### src/rtl/hub75_scan_ctrl.sv
// hub75_scan_ctrl
//
// Read-side sequencer for the dual-buffered LED framebuffer. For every row
// pair and every BCM bit plane it reads one line of pixels from the front
// buffer, shifts them into the HUB75 panel chain, latches the line and then
// lights it for a binary-weighted time (BASE_CYCLES << plane). It also owns
// the front/back buffer swap, which only ever happens on a frame boundary.
//
// Ports
//   clk, rst            read-domain clock, synchronous active-high reset
//   ctrl_en             scan enable (honoured when idle and at frame ends)
//   ctrl_n_rows/cols    panel geometry, sampled when a frame starts
//   ctrl_bitdepth       planes per colour, sampled when a frame starts
//   swap_req/swap_ack   writer swap handshake (ack is a 1-cycle pulse)
//   frame_done          1-cycle pulse in the final display cycle of a frame
//   fb_r_*              framebuffer read port, fb_r_dout valid 1 cycle later
//   hub75_*             panel data, shift clock, latch, OE (active low), row
//
// Build option
//   SCAN_BRIGHTNESS_EN  adds ctrl_brightness[7:0]; OE is then only asserted
//                       in DISPLAY while a free-running 8-bit counter is
//                       below ctrl_brightness. Without it OE is asserted for
//                       the whole DISPLAY period.
//
// All outputs are registered. Output register values are computed from the
// next-cycle sequencer position so that they line up with the state they
// describe.

module hub75_scan_ctrl #(
    parameter int N_ROWS_MAX       = 64,
    parameter int N_COLS_MAX       = 256,
    parameter int BITDEPTH_MAX     = 8,
    parameter int CTRL_REG_WIDTH   = 32,
    parameter int BASE_CYCLES      = 16,
    parameter int MEM_R_ADDR_WIDTH = $clog2(N_ROWS_MAX * N_COLS_MAX) - 1
) (
    input  logic                              clk,
    input  logic                              rst,
    input  logic                              ctrl_en,
    input  logic [CTRL_REG_WIDTH-1:0]         ctrl_n_rows,
    input  logic [CTRL_REG_WIDTH-1:0]         ctrl_n_cols,
    input  logic [CTRL_REG_WIDTH-1:0]         ctrl_bitdepth,
`ifdef SCAN_BRIGHTNESS_EN
    input  logic [7:0]                        ctrl_brightness,
`endif
    input  logic                              swap_req,
    output logic                              swap_ack,
    output logic                              frame_done,
    output logic                              fb_r_en,
    output logic                              fb_r_buffer,
    output logic [MEM_R_ADDR_WIDTH-1:0]       fb_r_addr,
    output logic [$clog2(BITDEPTH_MAX)-1:0]   fb_r_bit,
    input  logic [5:0]                        fb_r_dout,
    output logic [5:0]                        hub75_rgb,
    output logic                              hub75_clk,
    output logic                              hub75_lat,
    output logic                              hub75_oe_n,
    output logic [$clog2(N_ROWS_MAX)-2:0]     hub75_row
);

    localparam int ROW_W   = $clog2(N_ROWS_MAX) - 1;
    localparam int PLANE_W = $clog2(BITDEPTH_MAX);
    localparam int COL_W   = $clog2(N_COLS_MAX + 1);
    localparam int T_W     = $clog2(2 * N_COLS_MAX + 2);
    localparam int DISP_W  = $clog2(BASE_CYCLES << (BITDEPTH_MAX - 1)) + 1;
    localparam int ADDR_W  = MEM_R_ADDR_WIDTH;

    localparam logic [1:0] S_IDLE    = 2'd0;
    localparam logic [1:0] S_SHIFT   = 2'd1;
    localparam logic [1:0] S_LATCH   = 2'd2;
    localparam logic [1:0] S_DISPLAY = 2'd3;

    // Last display-counter value of a plane: BASE_CYCLES << p, minus one.
    function automatic logic [DISP_W-1:0] disp_last(input logic [PLANE_W-1:0] p);
        return (DISP_W'(BASE_CYCLES) << p) - DISP_W'(1);
    endfunction

    // Sequencer position
    logic [1:0]         state_q, state_d;
    logic [T_W-1:0]     t_q, t_d;
    logic [ROW_W-1:0]   row_q, row_d;
    logic [PLANE_W-1:0] plane_q, plane_d;
    logic [DISP_W-1:0]  disp_q, disp_d;
    logic [ADDR_W-1:0]  base_q, base_d;

    // Frame configuration, captured only when a frame starts
    logic [COL_W-1:0]   n_cols_q, n_cols_d;
    logic [ROW_W-1:0]   last_row_q, last_row_d;
    logic [PLANE_W-1:0] last_plane_q, last_plane_d;
    logic [T_W-1:0]     t_last_q, t_last_d;

    logic               pending_q, pending_d;

    // Output registers
    logic               swap_ack_q, swap_ack_d;
    logic               frame_done_q, frame_done_d;
    logic               fb_r_en_q, fb_r_en_d;
    logic               fb_r_buffer_q, fb_r_buffer_d;
    logic [ADDR_W-1:0]  fb_r_addr_q, fb_r_addr_d;
    logic [PLANE_W-1:0] fb_r_bit_q, fb_r_bit_d;
    logic [5:0]         hub75_rgb_q, hub75_rgb_d;
    logic               hub75_clk_q, hub75_clk_d;
    logic               hub75_lat_q, hub75_lat_d;
    logic               hub75_oe_n_q, hub75_oe_n_d;
    logic [ROW_W-1:0]   hub75_row_q, hub75_row_d;

`ifdef SCAN_BRIGHTNESS_EN
    logic [7:0]         bright_cnt_q, bright_cnt_d;
`endif

    logic               cfg_valid;
    logic               start_frame;
    logic               disp_on_d;

    always_comb begin
        state_d      = state_q;
        t_d          = t_q;
        row_d        = row_q;
        plane_d      = plane_q;
        disp_d       = disp_q;
        base_d       = base_q;
        n_cols_d     = n_cols_q;
        last_row_d   = last_row_q;
        last_plane_d = last_plane_q;
        t_last_d     = t_last_q;
        start_frame  = 1'b0;

        cfg_valid = (ctrl_n_rows >= 2) && (ctrl_n_rows <= N_ROWS_MAX) &&
                    (ctrl_n_cols != 0) && (ctrl_n_cols <= N_COLS_MAX) &&
                    (ctrl_bitdepth != 0) && (ctrl_bitdepth <= BITDEPTH_MAX);

        case (state_q)
            S_IDLE: begin
                if (ctrl_en && cfg_valid) begin
                    start_frame = 1'b1;
                end
            end
            S_SHIFT: begin
                if (t_q == t_last_q) begin
                    state_d = S_LATCH;
                end else begin
                    t_d = t_q + T_W'(1);
                end
            end
            S_LATCH: begin
                state_d = S_DISPLAY;
                disp_d  = '0;
            end
            S_DISPLAY: begin
                if (disp_q == disp_last(plane_q)) begin
                    if (plane_q != last_plane_q) begin
                        state_d = S_SHIFT;
                        t_d     = '0;
                        plane_d = plane_q + PLANE_W'(1);
                    end else if (row_q != last_row_q) begin
                        // Next row pair: advance the row base by one line
                        // instead of multiplying row * n_cols.
                        state_d = S_SHIFT;
                        t_d     = '0;
                        plane_d = '0;
                        row_d   = row_q + ROW_W'(1);
                        base_d  = base_q + ADDR_W'(n_cols_q);
                    end else if (ctrl_en && cfg_valid) begin
                        start_frame = 1'b1;
                    end else begin
                        state_d = S_IDLE;
                    end
                end else begin
                    disp_d = disp_q + DISP_W'(1);
                end
            end
            default: begin
                state_d = S_IDLE;
            end
        endcase

        if (start_frame) begin
            state_d      = S_SHIFT;
            t_d          = '0;
            row_d        = '0;
            plane_d      = '0;
            base_d       = '0;
            n_cols_d     = COL_W'(ctrl_n_cols);
            last_row_d   = ROW_W'((ctrl_n_rows >> 1) - 1);
            last_plane_d = PLANE_W'(ctrl_bitdepth - 1);
            t_last_d     = T_W'((ctrl_n_cols << 1) + 1);
        end

        // Pixel k is read at even t = 2k while t < 2*n_cols; its data is
        // registered onto the panel bus at t = 2k+2 and clocked at t = 2k+3.
        fb_r_en_d   = (state_d == S_SHIFT) && !t_d[0] && (t_d < t_last_d - T_W'(1));
        fb_r_addr_d = fb_r_addr_q;
        fb_r_bit_d  = fb_r_bit_q;
        if (fb_r_en_d) begin
            fb_r_addr_d = base_d + ADDR_W'(t_d >> 1);
            fb_r_bit_d  = plane_d;
        end

        hub75_rgb_d = hub75_rgb_q;
        if ((state_d == S_SHIFT) && !t_d[0] && (t_d >= T_W'(2))) begin
            hub75_rgb_d = fb_r_dout;
        end
        hub75_clk_d = (state_d == S_SHIFT) && t_d[0] && (t_d >= T_W'(3));

        hub75_lat_d = (state_d == S_LATCH);
        hub75_row_d = hub75_lat_d ? row_d : hub75_row_q;

`ifdef SCAN_BRIGHTNESS_EN
        bright_cnt_d = bright_cnt_q + 8'd1;
        disp_on_d    = (state_d == S_DISPLAY) && (bright_cnt_d < ctrl_brightness);
`else
        disp_on_d    = (state_d == S_DISPLAY);
`endif
        hub75_oe_n_d = !disp_on_d;

        // The frame boundary is the final display cycle of the last plane of
        // the last row pair. A request arriving on the edge into that cycle
        // is served immediately; any other request waits in pending.
        frame_done_d  = (state_d == S_DISPLAY) && (disp_d == disp_last(plane_d)) &&
                        (plane_d == last_plane_d) && (row_d == last_row_d);
        swap_ack_d    = frame_done_d && (pending_q || swap_req);
        pending_d     = swap_ack_d ? 1'b0 : (pending_q || swap_req);
        fb_r_buffer_d = fb_r_buffer_q ^ swap_ack_d;
    end

    // All sequencer, configuration and output registers; reset returns the
    // block to IDLE with the panel dark and any pending swap discarded.
    always_ff @(posedge clk) begin
        if (rst) begin
            state_q       <= S_IDLE;
            t_q           <= '0;
            row_q         <= '0;
            plane_q       <= '0;
            disp_q        <= '0;
            base_q        <= '0;
            n_cols_q      <= '0;
            last_row_q    <= '0;
            last_plane_q  <= '0;
            t_last_q      <= '0;
            pending_q     <= 1'b0;
            swap_ack_q    <= 1'b0;
            frame_done_q  <= 1'b0;
            fb_r_en_q     <= 1'b0;
            fb_r_buffer_q <= 1'b0;
            fb_r_addr_q   <= '0;
            fb_r_bit_q    <= '0;
            hub75_rgb_q   <= '0;
            hub75_clk_q   <= 1'b0;
            hub75_lat_q   <= 1'b0;
            hub75_oe_n_q  <= 1'b1;
            hub75_row_q   <= '0;
`ifdef SCAN_BRIGHTNESS_EN
            bright_cnt_q  <= '0;
`endif
        end else begin
            state_q       <= state_d;
            t_q           <= t_d;
            row_q         <= row_d;
            plane_q       <= plane_d;
            disp_q        <= disp_d;
            base_q        <= base_d;
            n_cols_q      <= n_cols_d;
            last_row_q    <= last_row_d;
            last_plane_q  <= last_plane_d;
            t_last_q      <= t_last_d;
            pending_q     <= pending_d;
            swap_ack_q    <= swap_ack_d;
            frame_done_q  <= frame_done_d;
            fb_r_en_q     <= fb_r_en_d;
            fb_r_buffer_q <= fb_r_buffer_d;
            fb_r_addr_q   <= fb_r_addr_d;
            fb_r_bit_q    <= fb_r_bit_d;
            hub75_rgb_q   <= hub75_rgb_d;
            hub75_clk_q   <= hub75_clk_d;
            hub75_lat_q   <= hub75_lat_d;
            hub75_oe_n_q  <= hub75_oe_n_d;
            hub75_row_q   <= hub75_row_d;
`ifdef SCAN_BRIGHTNESS_EN
            bright_cnt_q  <= bright_cnt_d;
`endif
        end
    end

    assign swap_ack    = swap_ack_q;
    assign frame_done  = frame_done_q;
    assign fb_r_en     = fb_r_en_q;
    assign fb_r_buffer = fb_r_buffer_q;
    assign fb_r_addr   = fb_r_addr_q;
    assign fb_r_bit    = fb_r_bit_q;
    assign hub75_rgb   = hub75_rgb_q;
    assign hub75_clk   = hub75_clk_q;
    assign hub75_lat   = hub75_lat_q;
    assign hub75_oe_n  = hub75_oe_n_q;
    assign hub75_row   = hub75_row_q;

endmodule

### config.mk
export PLATFORM = sky130hd
export DESIGN_NAME = hub75_scan_ctrl
export DESIGN_NICKNAME = d
export VERILOG_FILES = /design/src/rtl/hub75_scan_ctrl.sv
export SDC_FILE = /design/constraint.sdc
export NUM_CORES = 1
export LEC_CHECK = 0
export CORE_MARGIN = 1.5
export CORE_UTILIZATION = 45
export CTS_CLUSTER_SIZE = 12
export DETAILED_ROUTE_END_ITERATION = 8
export MAX_ROUTING_LAYER = met4
export PLACE_DENSITY = 0.74
export SLEW_MARGIN = 20
export SYNTH_ARGS = -nofsm -noshare
export SYNTH_HDL_FRONTEND = slang
export SYNTH_SLANG_ARGS = --single-unit
### constraint.sdc
create_clock -name clk -period 7.6 [get_ports clk]
set_input_delay 1.14 -clock clk [delete_from_list [all_inputs] [get_ports clk]]
set_output_delay 1.14 -clock clk [all_outputs]
set_load 0.02 [all_outputs]
==> impl_metrics.sql, run 1 <==
INSERT INTO impl_metrics (metric_group, metric, value, unit) VALUES
('status', 'outcome', 'completed', ''),
('setup_path', 'timing.setup.critical_path_class', 'flop to flop', ''),
('synth', 'synth_ff_type', 'sky130_fd_sc_hd__dfxtp_1', ''),
('cts', 'cts.hold.buffers_added', '0', ''),
('synth', 'yosysMostFrequentCell', 'sky130_fd_sc_hd__nor2_1', ''),
('sta', 'slew-limit-headroom', '47.9', '%'),
('cts', 'ctsResizeCount', '0', ''),
('floorplan', 'core.rowCount', '46', ''),
('floorplan', 'pin_count', '140', ''),
('finish', 'antenna_cells_inserted', '0', ''),
('pwr', 'switching_share', '25.1', '%'),
('sta', 'setup-violations-final', '0', ''),
('synth', 'syn-mean-instance-area', '7.99', 'um^2'),
('synth', 'ys_seq_elements', '107', ''),
('global_routing', 'grt_use_total', '25.4', '%'),
('cts', 'cts_buffer_depth', '2', ''),
('routing', 'firstDrtPassIters', '5', ''),
('finish', 'layout.cell_area.non_filler', '9260', 'um^2'),
('global_routing', 'wire_length_of_the_first_global_routing_pass', '35100', 'um'),
('sta', 'period_share', '89.7', '%'),
('setup_path', 'worst_reg2reg_path_startpoint', 'plane_q[0]$_SDFF_PP0_', ''),
('pwr', 'peakVddDrop', '0.111', 'mV'),
('sta', 'hold_viol', '0', ''),
('floorplan', 'floorplan.core_area', '16000', 'um^2'),
('sta', 'setup_repair_after_global_routing_missed_its_margin', 'false', ''),
('setup_path', 'critPathMaxFanout', '13', ''),
('floorplan', 'die_width', '131', 'um'),
('routing', 'route.vias.total', '7298', ''),
('synth', 'synthesis.instances', '929', ''),
('routing', 'drt-initial-drc-count', '586', ''),
('setup_path', 'timing.critical_path.required', '7.83', 'ns'),
('cts', 'post_cts_buffers', '0', ''),
('global_routing', 'number_of_antenna_violations_at_the_first_check_in_global_routing', '0', ''),
('synth', 'yosysUniqueCellTypes', '79', ''),
('finish', 'multiInputGateArea', '4970', 'um^2'),
('placed_design', 'hpwlAfterDp', '16900', 'um'),
('synth', 'yosysTopAreaCell', 'sky130_fd_sc_hd__dfxtp_1', ''),
('pwr', 'share_seq_of_total_power', '49.2', '%'),
('synth', 'ys_top_cells_by_count', '128 x sky130_fd_sc_hd__nor2_1, 107 x sky130_fd_sc_hd__dfxtp_1, 66 x sky130_fd_sc_hd__nand2_1, 52 x sky130_fd_sc_hd__a21oi_1, 47 x sky130_fd_sc_hd__ha_1', ''),
('cts', 'cts_max_level', '3', ''),
('pwr', 'power.density_cell_area', '124', 'nW/um^2'),
('routing', 'drt_wl_total', '21600', 'um'),
('routing', 'dr_wl_met3', '1360', 'um'),
('placed_design', 'placed_cell_area', '8960', 'um^2'),
('floorplan', 'start_util', '46.4', '%'),
('setup_path', 'crit_start', 'plane_q[0]$_SDFF_PP0_', ''),
('pwr', 'combPwrFrac', '10.1', '%'),
('setup_path', 'cpPeakStageDelay', '0.58', 'ns'),
('cts', 'worst_skew_pair.late_latency', '0.36', 'ns'),
('flow_run', 'drv.max_cap_violation_count', '0', ''),
('routing', 'route.detailed.wl_per_inst', '17.0', 'um'),
('setup_path', 'worstSetupStartpointType', 'flop', ''),
('routing', 'met1_length', '10100', 'um'),
('floorplan', 'die_area', '17300', 'um^2'),
('synth', 'synth_edf_count', '0', ''),
('synth', 'syn-num-nets', '1084', ''),
('pwr', 'netSwitchingPower', '0.287', 'mW'),
('setup_path', 'timing.critical_path.buf_inv', '2', ''),
('routing', 'antenna_left', '0', ''),
('synth', 'synth_seq_area_share', '28.9', '%'),
('global_routing', 'globalRouteOverflowTotal', '0', ''),
('finish', 'area_growth_syn_to_layout', '24.7', '%'),
('min_path', 'worst_hold_path_type', 'flop to flop', ''),
('finish', 'final_layout_size_suffix_gt1_share', '5.51', '%'),
('setup_path', 'critical_path.top_delay_family', 'simple AND/OR/NAND/NOR gates', ''),
('min_path', 'worstHoldStart', 'n_cols_q[4]$_SDFFE_PP0N_', ''),
('synth', 'synth.top_cells.by_area', 'sky130_fd_sc_hd__dfxtp_1 29%, sky130_fd_sc_hd__ha_1 7.9%, sky130_fd_sc_hd__nor2_1 6.5%, sky130_fd_sc_hd__xnor2_1 5.1%, sky130_fd_sc_hd__xor2_1 4.4%', ''),
('placed_design', 'io_buffer_count', '139', ''),
('synth', 'synth-warning-count', '0', ''),
('pwr', 'clock_group_share_of_total_power', '40.7', '%'),
('floorplan', 'die_h', '131', 'um');
-- worst paths after layout --
| kind | end | slack (ns) | cells past startpoint |
|---|---|---|---|
| min reg2reg | n_cols_q[4]$_SDFFE_PP0N_ | 0.47 | 2 |
| max | fb_r_addr[7]$_SDFFE_PP0P_ | 0.79 | 27 |
| max reg2reg | fb_r_addr[7]$_SDFFE_PP0P_ | 0.79 | 27 |
| min | n_cols_q[4]$_SDFFE_PP0N_ | 0.47 | 2 |
-- layout make-up --
| cell class | count | area share [%] |
|---|---|---|
| tap | 216 | 2.92 |
| inverter | 35 | 1.42 |
| clock inverter | 6 | 0.662 |
| clock buffer | 10 | 2.47 |
| sequential | 107 | 23.1 |
| multi-input combinational | 746 | 53.7 |
| timing repair buffer | 148 | 15.7 |
-- logic make-up after synthesis --
| family | share of synthesized area [%] |
|---|---|
| compound gates | 15.5 |
| flops | 28.9 |
| buf+inv | 4.25 |
| simple gates | 28.4 |
| xor+xnor | 9.74 |
| mux | 4.80 |
| fa+ha+maj | 8.46 |
-- registers in the layout, indices dropped and copies added (netlist names), 2 cells and up, named ones only --
signal,count
base_q,13
disp_q,11
fb_r_addr,13
fb_r_bit,3
hub75_rgb,6
hub75_row,5
last_plane_q,3
last_row_q,5
n_cols_q,9
plane_q,3
row_q,5
state_q,2
t_last_q,10
t_q,10
-- layout by cell type, fill, tap and decap left out, drive strengths merged, types with 5 or more instances in the layout --
| cell | n |
|---|---|
| a211oi | 12 |
| a21boi | 9 |
| a21oi | 54 |
| a22oi | 6 |
| a31oi | 8 |
| and3 | 20 |
| buf | 10 |
| clkbuf | 10 |
| clkdlybuf4s50 | 138 |
| dfxtp | 107 |
| ha | 47 |
| inv | 37 |
| mux2 | 5 |
| mux2i | 30 |
| nand2 | 66 |
| nand2b | 5 |
| nand3 | 29 |
| nand3b | 5 |
| nand4 | 25 |
| nor2 | 130 |
| nor2b | 10 |
| nor3 | 44 |
| nor3b | 5 |
| nor4 | 35 |
| nor4b | 6 |
| o211ai | 9 |
| o21ai | 28 |
| o21bai | 7 |
| or2 | 8 |
| or4 | 7 |
| xnor2 | 43 |
| xor2 | 37 |
-- power by group through the flow --
stage | sequential [mW] | clock, mW | combinational (mW)
after floorplan | 0.577 | 0 | 0.0391
after global placement | 0.576 | 0 | 0.113
after detailed placement | 0.576 | 0 | 0.114
after CTS | 0.563 | 0.474 | 0.115
after global routing | 0.563 | 0.495 | 0.123
final | 0.563 | 0.465 | 0.115
-- worst register-to-register path, cell delays in order, from the launching register on --
cell and delay (ns):
sky130_fd_sc_hd__dfxtp_1 0.46, sky130_fd_sc_hd__inv_1 0.15, sky130_fd_sc_hd__ha_1 0.35, sky130_fd_sc_hd__nand2_1 0.12
sky130_fd_sc_hd__ha_1 0.29, sky130_fd_sc_hd__or4b_1 0.48, sky130_fd_sc_hd__a32oi_1 0.25, sky130_fd_sc_hd__xor2_1 0.26
sky130_fd_sc_hd__nand4_2 0.20, sky130_fd_sc_hd__or4_4 0.58, sky130_fd_sc_hd__a211o_1 0.33, sky130_fd_sc_hd__a21boi_0 0.33
sky130_fd_sc_hd__ha_1 0.26, sky130_fd_sc_hd__o21ai_1 0.11, sky130_fd_sc_hd__xnor2_1 0.22, sky130_fd_sc_hd__ha_1 0.28
sky130_fd_sc_hd__nor2b_1 0.13, sky130_fd_sc_hd__o21ai_0 0.16, sky130_fd_sc_hd__nand2b_1 0.07, sky130_fd_sc_hd__a21oi_1 0.16
sky130_fd_sc_hd__nor2b_1 0.06, sky130_fd_sc_hd__o21ai_0 0.16, sky130_fd_sc_hd__nand2b_1 0.07, sky130_fd_sc_hd__a21oi_1 0.14
sky130_fd_sc_hd__nand3_1 0.46, sky130_fd_sc_hd__buf_4 0.39, sky130_fd_sc_hd__mux2i_1 0.16, sky130_fd_sc_hd__nor2_1 0.05
-- routing by layer --
metal,vias up,GRT usage (%)
li1,3589,-
met1,3371,34.3
met2,297,39.2
met3,41,2.85
met4,0,9.38
met5,-,-
-- per-stage QoR --
step / util, % / instances / setup slack [ns]
after floorplan: - / 929 / 1.45
after global placement: 56.0 / 1252 / 1.01
after detailed placement: 56.0 / 1252 / 0.797
after CTS: 57.8 / 1268 / 0.794
after global routing: 57.8 / 1268 / 0.218
final: 57.8 / 1268 / 0.787
(Power assumes the default switching activity.)
==> inputs of run 2 (changes only) <==
ABC_AREA = 1   (was not set)
PLACE_DENSITY = 0.72   (was 0.74)
==> run 2 against run 1 <==
Net effect:
- the run now ends with design-rule violations left
- final cell count up 35%
- clock skew is 0.0046 ns lower
- first-iteration DRC count increased by 1.9%
- register-to-register slack improved by 1.5 ns
- routed wire length is 9.9% higher
- combinational power fell by 18%
- flip-flop and latch count is the same
- global-route usage fell by 0.38 points
- total power down 2.5%
- critical path type is now input port to flop
- largest cell class unchanged
==> impl_metrics.sql, run 2 <==
INSERT INTO impl_metrics (metric_group, metric, value, unit) VALUES
('cts', 'ctsResizeCount', '0', ''),
('setup_path', 'timing.setup.critical_path_class', 'input port to flop', ''),
('floorplan', 'die_width', '140', 'um'),
('pwr', 'p_total', '1.12', 'mW'),
('floorplan', 'die_area', '19500', 'um^2'),
('synth', 'ys_top_cells_by_count', '340 x sky130_fd_sc_hd__nand2_1, 256 x sky130_fd_sc_hd__nor2_1, 156 x sky130_fd_sc_hd__inv_1, 107 x sky130_fd_sc_hd__dfxtp_1, 82 x sky130_fd_sc_hd__nand3_1', ''),
('floorplan', 'pin_count', '140', ''),
('finish', 'antenna_cells_inserted', '0', ''),
('pwr', 'power.density_cell_area', '109', 'nW/um^2'),
('routing', 'firstDrtPassIters', '8', ''),
('cts', 'post_cts_buffers', '0', ''),
('finish', 'final_layout_size_suffix_gt1_share', '6.07', '%'),
('setup_path', 'end_kind', 'flop', ''),
('sta', 'period_share', '72.3', '%'),
('synth', 'syn-num-nets', '1512', ''),
('synth', 'synth_edf_count', '0', ''),
('global_routing', 'wire_length_of_the_first_global_routing_pass', '38600', 'um'),
('sta', 'hold_viol', '0', ''),
('cts', 'clkTransAtPathRegs', '0.07', 'ns'),
('routing', 'drt-initial-drc-count', '597', ''),
('synth', 'syn-cell-area', '8420', 'um^2'),
('placed_design', 'preCtsSetupSlack', '1.78', 'ns'),
('finish', 'area_growth_syn_to_layout', '21.3', '%'),
('synth', 'synthesis.instances', '1357', ''),
('sta', 'totalNegativeSetupSlack', '0', 'ns'),
('floorplan', 'die_h', '140', 'um'),
('global_routing', 'globalRouteOverflowTotal', '0', ''),
('routing', 'antenna_left', '0', ''),
('routing', 'route.vias.total', '8812', ''),
('synth', 'yosysMostFrequentCell', 'sky130_fd_sc_hd__nand2_1', ''),
('status', 'outcome', 'complete, but fails checks', ''),
('cts', 'clock-root-buffer', 'sky130_fd_sc_hd__clkbuf_16', ''),
('flow_run', 'drv.max_cap_violation_count', '0', ''),
('sta', 'slew-limit-headroom', '44.1', '%'),
('finish', 'layout.cell_area.non_filler', '10200', 'um^2'),
('sta', 'worst-slew-pin-transition', '0.839', 'ns'),
('routing', 'avgViaCountPerCell', '5.15', ''),
('synth', 'yosysTopAreaCell', 'sky130_fd_sc_hd__dfxtp_1', ''),
('finish', 'final_layout_net_count', '1633', ''),
('global_routing', 'number_of_antenna_violations_at_the_first_check_in_global_routing', '0', ''),
('routing', 'route.detailed.wl_per_inst', '13.9', 'um'),
('floorplan', 'floorplan.core_area', '18100', 'um^2'),
('synth', 'synth.top_cells.by_area', 'sky130_fd_sc_hd__dfxtp_1 25%, sky130_fd_sc_hd__nand2_1 15%, sky130_fd_sc_hd__nor2_1 11%, sky130_fd_sc_hd__ha_1 7.0%, sky130_fd_sc_hd__inv_1 7.0%', ''),
('floorplan', 'start_util', '46.4', '%'),
('sta', 'timing_max_transition_violations_final', '0', ''),
('cts', 'cts_buffer_depth', '2', ''),
('finish', 'multiInputGateArea', '5450', 'um^2'),
('setup_path', 'cpMostUsedCell', 'sky130_fd_sc_hd__nand2_1', ''),
('cts', 'worst_skew_pair.late_latency', '0.36', 'ns'),
('sta', 'fmaxAchievable', '182', 'MHz'),
('status', 'violations', 'design-rule violations', ''),
('setup_path', 'worstSetupStartpointType', 'input port', ''),
('sta', 'worst_hold_slack', '0.468', 'ns'),
('setup_path', 'crit_path_top_delay_cell', 'sky130_fd_sc_hd__clkdlybuf4s50_1', ''),
('sta', 'setup_repair_after_global_routing_missed_its_margin', 'false', ''),
('placed_design', 'placedCellCount', '1696', ''),
('routing', 'drt_wl_total', '23800', 'um'),
('synth', 'yosysUniqueCellTypes', '54', ''),
('cts', 'numClockSinks', '107', ''),
('placed_design', 'io_buffer_count', '139', ''),
('routing', 'drcViolationCount', '4', ''),
('finish', 'final.fill_count', '1840', ''),
('pwr', 'total_leakage_power', '4.84', 'nW'),
('setup_path', 'worst_ep_arrival_time', '5.75', 'ns'),
('global_routing', 'grt_max_degree', '78', ''),
('finish', 'most-common-layout-cells', '340 x sky130_fd_sc_hd__nand2_1, 256 x sky130_fd_sc_hd__nor2_1, 156 x sky130_fd_sc_hd__inv_1', ''),
('min_path', 'worst_hold_path_type', 'flop to flop', ''),
('setup_path', 'cpPeakStageDelay', '0.46', 'ns'),
('synth', 'synth_largest_type_area_fraction', '25.4', '%'),
('global_routing', 'first_global_vias', '8065', ''),
('finish', 'final-instance-count-excl-fill', '1712', ''),
('synth', 'synth_seq_area_share', '25.4', '%'),
('synth', 'syn-mean-instance-area', '6.21', 'um^2'),
('sta', 'finalCriticalPeriod', '5.50', 'ns'),
('setup_path', 'critPathMaxFanout', '51', ''),
('sta', 'finalClockSkew', '0.00934', 'ns'),
('floorplan', 'core.rowCount', '49', ''),
('placed_design', 'placed_cell_area', '9930', 'um^2'),
('synth', 'synth_ff_type', 'sky130_fd_sc_hd__dfxtp_1', ''),
('cts', 'cts_max_level', '3', ''),
('setup_path', 'timing.critical_path.required', '7.85', 'ns'),
('finish', 'mostFrequentLayoutCell', 'sky130_fd_sc_hd__nand2_1', ''),
('cts', 'cts.hold.buffers_added', '0', ''),
('finish', 'ff_latch_area', '2140', 'um^2'),
('synth', 'ys_seq_elements', '107', ''),
('synth', 'synth_async_sr_flop_share', '0', '%'),
('cts', 'cts_buffers', '9', ''),
('sta', 'setup_slack', '2.10', 'ns'),
('finish', 'final_core_utilization', '56.3', '%'),
('placed_design', 'hpwlAfterDp', '18900', 'um'),
('pwr', 'peakVddDrop', '0.125', 'mV'),
('synth', 'synth-warning-count', '0', ''),
('placed_design', 'routabilityCongestion', '0.889', ''),
('cts', 'tritoncts', 'yes', ''),
('global_routing', 'grt_use_total', '25.0', '%'),
('sta', 'setup-violations-final', '0', '');
run 2: cell count changes after synthesis, moves of 17 or more:
cell | previous run | this run
sky130_fd_sc_hd__and3_1 | 20 | 3
sky130_fd_sc_hd__inv_1 | 35 | 156
sky130_fd_sc_hd__mux2i_1 | 30 | 0
sky130_fd_sc_hd__nand2_1 | 66 | 340
sky130_fd_sc_hd__nand3_1 | 28 | 82
sky130_fd_sc_hd__nor2_1 | 128 | 256
sky130_fd_sc_hd__nor3_1 | 42 | 20
sky130_fd_sc_hd__nor4_1 | 35 | 2
sky130_fd_sc_hd__o21ai_0 | 27 | 56
sky130_fd_sc_hd__xnor2_1 | 43 | 19
run 2: worst paths after layout:
kind                              start  depth (start not counted)  slack, ns                          to
max reg2reg       plane_q[2]$_SDFF_PP0_                         31       2.30   fb_r_addr[1]$_SDFFE_PP0P_
max                    ctrl_bitdepth[0]                         31       2.10   fb_r_addr[1]$_SDFFE_PP0P_
min          fb_r_addr[12]$_SDFFE_PP0P_                          2       0.47  fb_r_addr[12]$_SDFFE_PP0P_
min reg2reg  fb_r_addr[12]$_SDFFE_PP0P_                          2       0.47  fb_r_addr[12]$_SDFFE_PP0P_
run 2: worst max-delay path, delay by kind of cell:
| kind | cells | cell delay [ns] |
|---|---|---|
| simple gates | 17 | 1.96 |
| buf+inv | 7 | 1.24 |
| fa+ha+maj | 3 | 0.69 |
| compound gates | 3 | 0.56 |
| xor+xnor | 1 | 0.15 |
run 2: where the power goes:
| part | leakage (nW) | switching, mW | internal (mW) | total (mW) |
|---|---|---|---|---|
| Clock | 0.132 | 0.232 | 0.228 | 0.460 |
| Combinational | 3.84 | 0.0370 | 0.0577 | 0.0947 |
| Sequential | 0.862 | 0.0000882 | 0.560 | 0.560 |
| Total | 4.84 | 0.269 | 0.846 | 1.12 |
run 2: kinds of logic (layout without fill, tap and decap cells):
group                    count (synthesis)  count (layout)  synth area share [%]
AO/OA/AOI/OAI                          144             144                  9.34
buffers and inverters                  203             329                  9.89
XOR/XNOR                                54              54                  5.61
flip-flops                             107             107                  25.4
adder cells (fa/ha/maj)                 49              49                  7.46
AND/OR/NAND/NOR                        800             800                  42.3
run 2: area by class of cell:
type,instances,share of cell area (%)
Multi-Input combinational cell,1047,53.3
Sequential cell,107,21.0
Timing Repair Buffer,141,13.7
Inverter,172,6.41
Tap cell,229,2.80
Clock buffer,9,2.20
Clock inverter,7,0.612
run 2: metal layers:
metal / wire length, um / global-route usage [%]
met5: 0 / -
met4: 900 / 9.97
met3: 1040 / 3.20
met2: 11400 / 42.2
met1: 10400 / 30.4
==> inputs of run 3 (changes only) <==
PLACE_DENSITY = 0.75   (was 0.72)
clock period = 4.5 ns   (was 7.6 ns; I/O delays follow)
==> run 3 against run 2 <==
Net effect:
- the flow finishes with violations (design-rule violations, negative setup slack)
- via count grew 7.6%
- die area is the same
- critical path depth grew 2
- worst setup slack lost 2.1 ns
- routed wire length grew 9.7%
- global-route usage grew 1.7 points
- final cell count grew 7.4%
- total power grew 74%
- flip-flop and latch count is the same
- core utilization grew 7.6 points
- non-clock buffer count grew 126
- final area grew 13%
- largest cell class unchanged
- largest power group unchanged
==> impl_metrics.sql, run 3 (synthesized netlist as in run 2, its figures left out) <==
INSERT INTO impl_metrics (metric_group, metric, value, unit) VALUES
('status', 'outcome', 'complete, but fails checks', ''),
('status', 'violations', 'design-rule violations, negative setup slack', ''),
('routing', 'drt-initial-drc-count', '605', ''),
('pwr', 'peakVddDrop', '0.194', 'mV'),
('setup_path', 'cpPeakStageDelay', '0.35', 'ns'),
('sta', 'finalCriticalPeriod', '4.54', 'ns'),
('cts', 'cts_buffer_depth', '2', ''),
('flow_run', 'drv.max_cap_violation_count', '0', ''),
('floorplan', 'start_util', '46.4', '%'),
('placed_design', 'placed_cell_area', '10800', 'um^2'),
('placed_design', 'routabilityCongestion', '0.955', ''),
('placed_design', 'io_buffer_count', '139', ''),
('sta', 'setup_repair_after_global_routing_missed_its_margin', 'true', ''),
('global_routing', 'number_of_antenna_violations_at_the_first_check_in_global_routing', '0', ''),
('setup_path', 'timing.critical_path.buf_inv', '5', ''),
('global_routing', 'globalRouteOverflowTotal', '0', ''),
('cts', 'worst_skew_pair.late_latency', '0.36', 'ns'),
('sta', 'timing_max_transition_violations_final', '0', ''),
('setup_path', 'end_kind', 'flop', ''),
('sta', 'totalNegativeSetupSlack', '-0.0694', 'ns'),
('cts', 'cts.hold.buffers_added', '0', ''),
('global_routing', 'wire_length_of_the_first_global_routing_pass', '41700', 'um'),
('global_routing', 'grt.busiest_layer', 'met2', ''),
('pwr', 'power.density_cell_area', '167', 'nW/um^2'),
('finish', 'final_layout_net_count', '1761', ''),
('sta', 'slew-limit-headroom', '40.3', '%'),
('setup_path', 'critPathMaxFanout', '6', ''),
('min_path', 'worst_hold_path_type', 'flop to flop', ''),
('routing', 'route.vias.total', '9480', ''),
('routing', 'antenna_left', '0', ''),
('global_routing', 'first_global_vias', '8984', ''),
('finish', 'final.fill_count', '1610', ''),
('finish', 'most-common-layout-cells', '328 x sky130_fd_sc_hd__nand2_1, 241 x sky130_fd_sc_hd__nor2_1, 149 x sky130_fd_sc_hd__inv_1', ''),
('sta', 'fmaxAchievable', '220', 'MHz'),
('routing', 'firstDrtPassIters', '9', ''),
('routing', 'drcViolationCount', '2', ''),
('setup_path', 'worstSetupStartpointType', 'flop', ''),
('floorplan', 'die_area', '19500', 'um^2'),
('setup_path', 'crit_path_top_delay_cell', 'sky130_fd_sc_hd__dfxtp_2', ''),
('sta', 'hold_viol', '0', ''),
('floorplan', 'core.rowCount', '49', ''),
('finish', 'mostFrequentLayoutCell', 'sky130_fd_sc_hd__nand2_1', ''),
('sta', 'period_share', '101', '%'),
('cts', 'clock-root-buffer', 'sky130_fd_sc_hd__clkbuf_16', ''),
('routing', 'drt_wl_total', '26100', 'um'),
('global_routing', 'grt_max_degree', '43', ''),
('sta', 'setup-violations-final', '3', ''),
('setup_path', 'critical_path.top_delay_family', 'simple AND/OR/NAND/NOR gates', ''),
('floorplan', 'pin_count', '140', ''),
('cts', 'tritoncts', 'yes', ''),
('global_routing', 'grt_use_total', '26.7', '%'),
('routing', 'route.detailed.wl_per_inst', '14.2', 'um'),
('global_routing', 'met3_resource_use_gr', '3.17', '%'),
('cts', 'cts_buffers', '9', ''),
('placed_design', 'hpwlAfterDp', '20300', 'um'),
('pwr', 'total_leakage_power', '5.55', 'nW'),
('sta', 'worst-slew-pin-transition', '0.895', 'ns'),
('finish', 'layout.cell_area.non_filler', '11600', 'um^2'),
('setup_path', 'worst_ep_arrival_time', '4.82', 'ns'),
('cts', 'cts_max_level', '3', ''),
('finish', 'final_core_utilization', '63.9', '%'),
('setup_path', 'timing.critical_path.required', '4.78', 'ns'),
('finish', 'area_growth_syn_to_layout', '37.7', '%'),
('sta', 'setup_slack', '-0.0434', 'ns'),
('setup_path', 'cpMostUsedCell', 'sky130_fd_sc_hd__nand2_2', ''),
('global_routing', 'use_met1', '31.9', '%'),
('floorplan', 'floorplan.core_area', '18100', 'um^2'),
('finish', 'final_layout_size_suffix_gt1_share', '17.4', '%'),
('cts', 'clkTransAtPathRegs', '0.07', 'ns'),
('floorplan', 'die_width', '140', 'um'),
('setup_path', 'timing.setup.critical_path_class', 'flop to flop', ''),
('floorplan', 'die_h', '140', 'um'),
('routing', 'avgViaCountPerCell', '5.15', ''),
('sta', 'finalClockSkew', '0.0106', 'ns'),
('cts', 'numClockSinks', '107', ''),
('global_routing', 'grtUsageMet2', '46.1', '%'),
('finish', 'antenna_cells_inserted', '0', '');
run 3: cell count changes in the layout (fill, tap and decap cells not counted), moves of 10 or more:
cell	before	now
sky130_fd_sc_hd__buf_4	2	117
sky130_fd_sc_hd__o21ai_0	56	40
sky130_fd_sc_hd__nor2_1	256	241
sky130_fd_sc_hd__nand2_1	340	328
sky130_fd_sc_hd__o21ai_1	5	16
sky130_fd_sc_hd__nand2_2	16	26
run 3: final timing paths:
path | start | to | slack, ns | cells past startpoint
min | fb_r_addr[12]$_SDFFE_PP0P_ | fb_r_addr[12]$_SDFFE_PP0P_ | 0.48 | 2
max | plane_q[1]$_SDFF_PP0_ | fb_r_addr[11]$_SDFFE_PP0P_ | -0.04 | 33
min reg2reg | fb_r_addr[12]$_SDFFE_PP0P_ | fb_r_addr[12]$_SDFFE_PP0P_ | 0.48 | 2
max reg2reg | plane_q[1]$_SDFF_PP0_ | fb_r_addr[11]$_SDFFE_PP0P_ | -0.04 | 33
run 3: routing by layer:
layer | vias up | share of wire, % | wire length, um
li1 | 4818 | - | -
met1 | 4335 | 43 | 11200
met2 | 269 | 50 | 12900
met3 | 58 | 4.5 | 1180
met4 | 0 | 3.1 | 809
met5 | - | 0 | 0
run 3: tightest hold or removal path, stage by stage, from the launching register on:
cell and delay [ns]:
sky130_fd_sc_hd__dfxtp_1 0.32, sky130_fd_sc_hd__nand2_1 0.06, sky130_fd_sc_hd__a21oi_1 0.05
run 3: layout make-up:
| cell class | count | area (um^2) | share of cell area [%] |
|---|---|---|---|
| inverter | 172 | 673 | 5.80 |
| tap | 229 | 287 | 2.47 |
| sequential | 107 | 2150 | 18.5 |
| multi-input combinational | 1049 | 5760 | 49.7 |
| clock inverter | 5 | 60.1 | 0.518 |
| clock buffer | 10 | 239 | 2.06 |
| timing repair buffer | 267 | 2430 | 20.9 |
run 3: metrics by stage:
stage | cells | setup WS (ns) | total power, mW | hold WS (ns)
4_1_cts | 1818 | 0.0131 | 1.94 | 0.470
2_1_floorplan | 1357 | 0.0314 | 1.02 | 0.436
3_3_place_gp | 1803 | -0.196 | 1.14 | 0.455
3_5_place_dp | 1803 | -0.327 | 1.14 | 0.459
6_report | 1839 | -0.0434 | 1.94 | 0.476
5_1_grt | 1839 | -0.284 | 1.98 | 0.501
run 3: timing repair:
| item | in CTS | in global routing |
|---|---|---|
| pin swaps | 1 | 54 |
| buffers inserted | 0 | 18 |
| cloned | 0 | 3 |
| setup endpoints to repair | 16 | 18 |
| resized for setup | 6 | 105 |
run 3: where the power goes:
part,switching (mW),internal [mW],total (mW)
sequential,0.000158,0.946,0.946
clock,0.371,0.447,0.818
combinational,0.0654,0.106,0.171
total,0.437,1.50,1.94
